File: src/rtl/ram_64.sv
// ram_64: 64x16 register-file RAM built as 8 banks of 8 words, async read, sync write.
// Defining RAM64_WRITE_THROUGH_EN makes out follow value while load=1 (write-first view).
module ram_64 #(
  parameter int WIDTH = 16,
  parameter int DEPTH = 64
) (
  input  logic             clk,
  input  logic             rst_n,
  input  logic [WIDTH-1:0] value,
  input  logic             load,
  input  logic [5:0]       address,
  output logic [WIDTH-1:0] out
);
  localparam int BANKS = DEPTH / 8;
  logic [BANKS-1:0][WIDTH-1:0] bank_rd;
  logic [WIDTH-1:0] rd;
  for (genvar b = 0; b < BANKS; b++) begin : g_bank
    logic [WIDTH-1:0] words_q [8];
    logic we;
    assign we = load && (address[5:3] == 3'(b));
    always_ff @(posedge clk or negedge rst_n)
      if (!rst_n) for (int w = 0; w < 8; w++) words_q[w] <= '0;
      else if (we) words_q[address[2:0]] <= value;
    assign bank_rd[b] = words_q[address[2:0]];
  end
  assign rd = bank_rd[address[5:3]];
`ifdef RAM64_WRITE_THROUGH_EN
  assign out = load ? value : rd;
`else
  assign out = rd;
`endif
endmodule

File: config.mk
export PLATFORM = sky130hd
export DESIGN_NAME = ram_64
export DESIGN_NICKNAME = d
export VERILOG_FILES = /design/src/rtl/ram_64.sv
export SDC_FILE = /design/constraint.sdc
export NUM_CORES = 1
export LEC_CHECK = 0
export CORE_ASPECT_RATIO = 0.6
export CORE_MARGIN = 5
export CORE_UTILIZATION = 50
export CTS_BUF_LIST = sky130_fd_sc_hd__clkbuf_16
export CTS_CLUSTER_SIZE = 30
export DETAILED_ROUTE_END_ITERATION = 10
export HOLD_SLACK_MARGIN = 0.02
export MAX_ROUTING_LAYER = met4
export PLACE_DENSITY = 0.66
export SYNTH_ARGS = -nofsm -noshare
export SYNTH_HDL_FRONTEND = slang
export SYNTH_SLANG_ARGS = --single-unit
File: constraint.sdc
create_clock -name clk -period 3.38 [get_ports clk]
set_input_delay 0.676 -clock clk [delete_from_list [all_inputs] [get_ports clk]]
set_output_delay 0.676 -clock clk [all_outputs]
set_load 0.05 [all_outputs]
## Word-level counts from Yosys, hierarchy flattened

Index checks and enable logic that the tools add are counted.

- Add/sub/neg operators: 0
- Order comparisons: 3
- Div/mod/pow operators: 0
- Shift-type cells: 0
- Multiply operators: 0
- Reductions and logical operators: 10
- Equal/unequal tests: 7
- Multiplexer cells: 36
- Bitwise logic cells: 1

Operators with widths:

| kind | count |
|---|---|
| $bwmux W128 | 8 |
| $bmux W16 S3 | 9 |
| $mux W16 | 18 |
| $demux W16 S3 | 1 |
| $eq A3 B3 Y1 const B | 4 |
| $logic_and A1 B1 Y1 | 9 |
| $eq A3 B2 Y1 const B | 2 |
| $ge A4 B4 Y1 const B | 1 |
| $lt A3 B4 Y1 const B | 1 |
| $lt A4 B1 Y1 const B | 1 |
| $not A3 Y4 | 1 |
| $eq A3 B1 Y1 const B | 1 |
| $logic_not A3 Y1 | 1 |

- Bits of input ports: 25
- Memories kept: 0
- Latch bits: 0
- Bits in read-only memories: 0
- Register bits after elaboration: 1024
- RAM bits: 0

## Logic depth before layout (Yosys ltp)

- Depth in word-level cells: 6
- Depth in mapped cells: 9
- Gate-level depth less buffers: 5

## Worst setup path after synthesis

No wires, ideal clock.

- Kind: input-to-output
- From: input address[1]
- To: output out[2]
- Slack: -0.093 ns
- Arrival time: 2.797 ns
- Cell stages on the path: 9
- Cells stage by stage: buf_4 buf_4 buf_2 buf_2 nand3b_1 o21ai_0 a22oi_1 a211o_1 a32oi_1

- Cells in the longest elaborated chain, start to end: 6
- Elaborated cells on any way between the ends: 27
- Classes of those cells: mux: 26; bitwise: 1

RTL lines:

| element | line | text |
|---|---|---|
| start, declared | 11 | `input logic [5:0] address,` |
| $not A3 Y4 (implied by the code) (*) | 24 | `assign bank_rd[b] = words_q[address[2:0]];` |
| $bmux W16 S3 | 24 |  |
| $mux W16 (implied by the code) (2 in a row) | 24 |  |
| $bmux W16 S3 (*) | 26 | `assign rd = bank_rd[address[5:3]];` |
| $mux W16 (implied by the code) (*) | 26 |  |
| end, declared | 12 | `output logic [WIDTH-1:0] out` |

Every way passes the cells marked *; elsewhere a longest branch is shown, timed or not. The select of a mux whose other input is x is not followed.

## Worst setup path after layout

- From: input address[2]
- To: output out[9]

Same word-level chain as after synthesis.

==> run_results.csv <==
group,metric,value,unit
cells_and_area,largest_register,"g_bank.words_q",
clocking,path_clk_slew,0.06,ns
logic_synthesis,synth_cells,3334,
power_and_ir_drop,power_frac_clock,34.5,%
sta,timing.fmax,0.270,GHz
global_route,grt_first_pass_wirelength,242000,microns
floorplan,dieArea,101000,sq um
power_and_ir_drop,power_switching,8480,uW
global_route,grt_pass1_vias,34600,
logic_synthesis,syn-num-nets,3359,
power_and_ir_drop,seqPwrFrac,48.0,%
worst_hold_path,hold_start,"value[6]",
place,port_buffers,40,
logic_synthesis,synthMuxAreaShare,31.1,%
floorplan,pin_count,41,
power_and_ir_drop,switching_share,27.6,%
sta,layout_setup_ws,-0.323,ns
cells_and_area,syn_to_final_growth,24.3,%
global_route,grt_start_max_net_pins,127,
sta,hold_slack,0.312,ns
floorplan,coreArea,93700,sq um
logic_synthesis,synth_cell_types,71,
route,drtIter0Drc,3882,
setup_path,cp_max_fo,7,
worst_hold_path,hold_class,"input port to register",
sta,period_share,110,%
outcome,violations,"setup timing",
cells_and_area,multi_input_area,21400,sq um
setup_path,worstReg2RegStart,"g_bank[3].words_q[19]",
power_and_ir_drop,p_leak,0.0270,uW
route,wire_per_inst,32.6,microns
setup_path,cp-end-kind,"output pin",
floorplan,start_util,50.3,%
setup_path,cp.arrival,3.03,ns
logic_synthesis,synth-xor-area-share,0,%
logic_synthesis,synth_top_area_cell,"dfrtp_1",
global_route,grt_use_total,33.8,%
setup_path,critical_path_required,2.70,ns
logic_synthesis,netlist_area,47100,sq um
sta,final-hold-violation-count,0,
logic_synthesis,yosysMostFrequentCell,"mux2_2",
outcome,status,"finished with violations",
sta,max_slew.worst_pin.slew,1.02,ns
clocking,clk_latency,0.70,ns
logic_synthesis,ys_seq_area_share,54.4,%
logic_synthesis,synth-compound-area-share,7.73,%
route,highest_layer,"met4",
power_and_ir_drop,pwr-share-comb,17.4,%
floorplan,die_x,406,microns
logic_synthesis,synth_top_family_by_area,"multiplexers",
logic_synthesis,synth-simple-area-share,3.35,%
route,met1_length,70300,microns
route,drt_first_pass_iters,5,
setup_path,worstSetupStartpoint,"address[2]",
sta,rsz0062_at_grt,"true",
route,met3_length,19400,microns
power_and_ir_drop,power_density,526,nW/um^2
logic_synthesis,synth_commonest_cells,"mux2_2, dfrtp_1, clkbuf_1",
clocking,cts_root_buf,"clkbuf_16",
clocking,cts_buffer_depth,3,
route,viasPerCell,6.54,
job,drv_cap,0,
power_and_ir_drop,internal-power,22300,uW
place,gp_congestion,1.01,
sta,max-slew-margin-rel,32.0,%
sta,fin_skew,0,ns
route,ant_nets,0,
sta,finalSetupViolations,16,
logic_synthesis,synthAdderAreaFrac,0,%
sta,drv_slew,0,
setup_path,path_class,"input port to output pin",
cells_and_area,largest_reg_flops,1024,
floorplan,die_y,248,microns
global_route,grt_overflow,0,
route,routed_wl,165000,microns
cells_and_area,reg_top3,"g_bank.words_q (1024)",
cells_and_area,nNetsFinal,3749,
logic_synthesis,yosysWarnings,0,
route,vias,33000,
global_route,antenna_found_initial,8,
route,route.met2.wl,69100,microns
logic_synthesis,synth_area_leaders,"dfrtp_1, mux2_2, mux4_2, a221oi_1, a22oi_1",
place,place_hpwl,110000,microns
logic_synthesis,synth_edf_count,0,
clocking,cts_tree,"built",
sta,post-route-min-period,3.70,ns
logic_synthesis,async_flop_share,100,%
clocking,cts_buffers,95,
clocking,cts.sink_count,1024,
logic_synthesis,avgSynthCellArea,14.1,sq um
cells_and_area,drive_gt1_share,56.1,%
logic_synthesis,netlist.area_leader.share,54.4,%
cells_and_area,n_fill_cell,6802,
floorplan,fp-row-count,87,
route,route.detailed.drc,0,
logic_synthesis,synthFlopType,"dfrtp_1",
clocking,cts_max_level,3,
setup_path,start_kind,"input port",
cells_and_area,regArea,25600,sq um
power_and_ir_drop,max-vdd-ir-drop,0.426,mV
sta,finalSetupTns,-2.78,ns
logic_synthesis,synth-seq-cells,1024,
final timing paths:
| path | cells after the start | slack (ns) | to |
|---|---|---|---|
| worst max-delay path | 14 | -0.32 | out[9] |
| worst min-delay path | 2 | 0.31 | g_bank[6].words_q[86] |
| worst max register to register | 2 | 2.48 | g_bank[3].words_q[19] |
| worst min register to register | 1 | 0.49 | g_bank[7].words_q[90] |
| max in group asynchronous | 4 | 1.71 | g_bank[2].words_q[92] |
| min in group asynchronous | 2 | 0.50 | g_bank[3].words_q[3] |
layer usage:
metal,GRT usage [%],vias up
li1,-,13300
met1,47.6,17600
met2,46.4,1748
met3,11.2,390
met4,10.7,0
met5,-,-
cell type report:
| cell class | instances | area share, % |
|---|---|---|
| flip-flops and latches | 1024 | 43.8 |
| well taps | 1246 | 2.66 |
| clock buffers | 97 | 4.15 |
| repair buffers | 621 | 11.9 |
| inverters | 6 | 0.0427 |
| multi-input cells | 1976 | 36.5 |
| diodes | 8 | 0.0342 |
| clock inverters | 76 | 0.906 |
power groups by stage:
stage / logic, uW / clock network, uW / registers (uW)
2_1_floorplan: 2790 / 0 / 14600
3_3_place_gp: 4580 / 0 / 14800
3_5_place_dp: 4750 / 0 / 14900
4_1_cts: 5130 / 10700 / 14700
5_1_grt: 5630 / 11300 / 14900
6_report: 5360 / 10600 / 14800
placed cells by master, fill, tap and decap left out, types with 18 or more instances in the layout:
| cell | count |
|---|---|
| mux2_2 | 1025 |
| dfrtp_1 | 1024 |
| buf_4 | 384 |
| buf_12 | 145 |
| a22oi_1 | 105 |
| clkbuf_16 | 100 |
| mux2_1 | 87 |
| a221oi_1 | 76 |
| nand2_1 | 69 |
| mux4_2 | 64 |
| mux2i_1 | 55 |
| a221oi_2 | 41 |
| buf_6 | 40 |
| nor2_4 | 36 |
| a22oi_2 | 30 |
| nand2_2 | 27 |
| clkinv_2 | 23 |
| inv_1 | 21 |
| clkinv_1 | 19 |
| o22ai_1 | 18 |
| buf_2 | 18 |
| buf_8 | 18 |
critical path: stages:
cell	delay [ns]
clkbuf_16	0.15
buf_12	0.15
buf_8	0.12
nor3b_4	0.31
buf_12	0.18
buf_4	0.12
buf_12	0.10
buf_6	0.09
a22oi_2	0.06
nand4_1	0.28
a222oi_1	0.11
buf_4	0.17
a22oi_2	0.30
buf_12	0.19
per-stage QoR:
stage               cell area [sq um]  std cells  total power [uW]  utilization, %  setup slack, ns
floorplan                       47200       3334             17400               -           0.0106
global placement                52600       4779             19400            56.1           -0.811
detailed placement              52600       4779             19700            56.1           -0.824
CTS                             57800       5023             30600            61.6           -0.220
global route                    58500       5053             31800            62.5           -0.366
finish                          58500       5054             30800            62.5           -0.323
what timing repair did:
action	4_1_cts	5_1_grt
hold buffers	1	0
pin swaps	78	46
buffers inserted	75	26
hold endpoints to repair	34	0
endpoints found under the setup margin	16	16
gates resized for setup	314	97
cloned	6	1
cells by family after synthesis:
logic type	Yosys count
buffers and inverters	334
and+or+nand+nor	255
muxes	1243
AOI/OAI and AO/OA	478
DFF	1024
No activity file was read; power rests on OpenSTA's default activity.
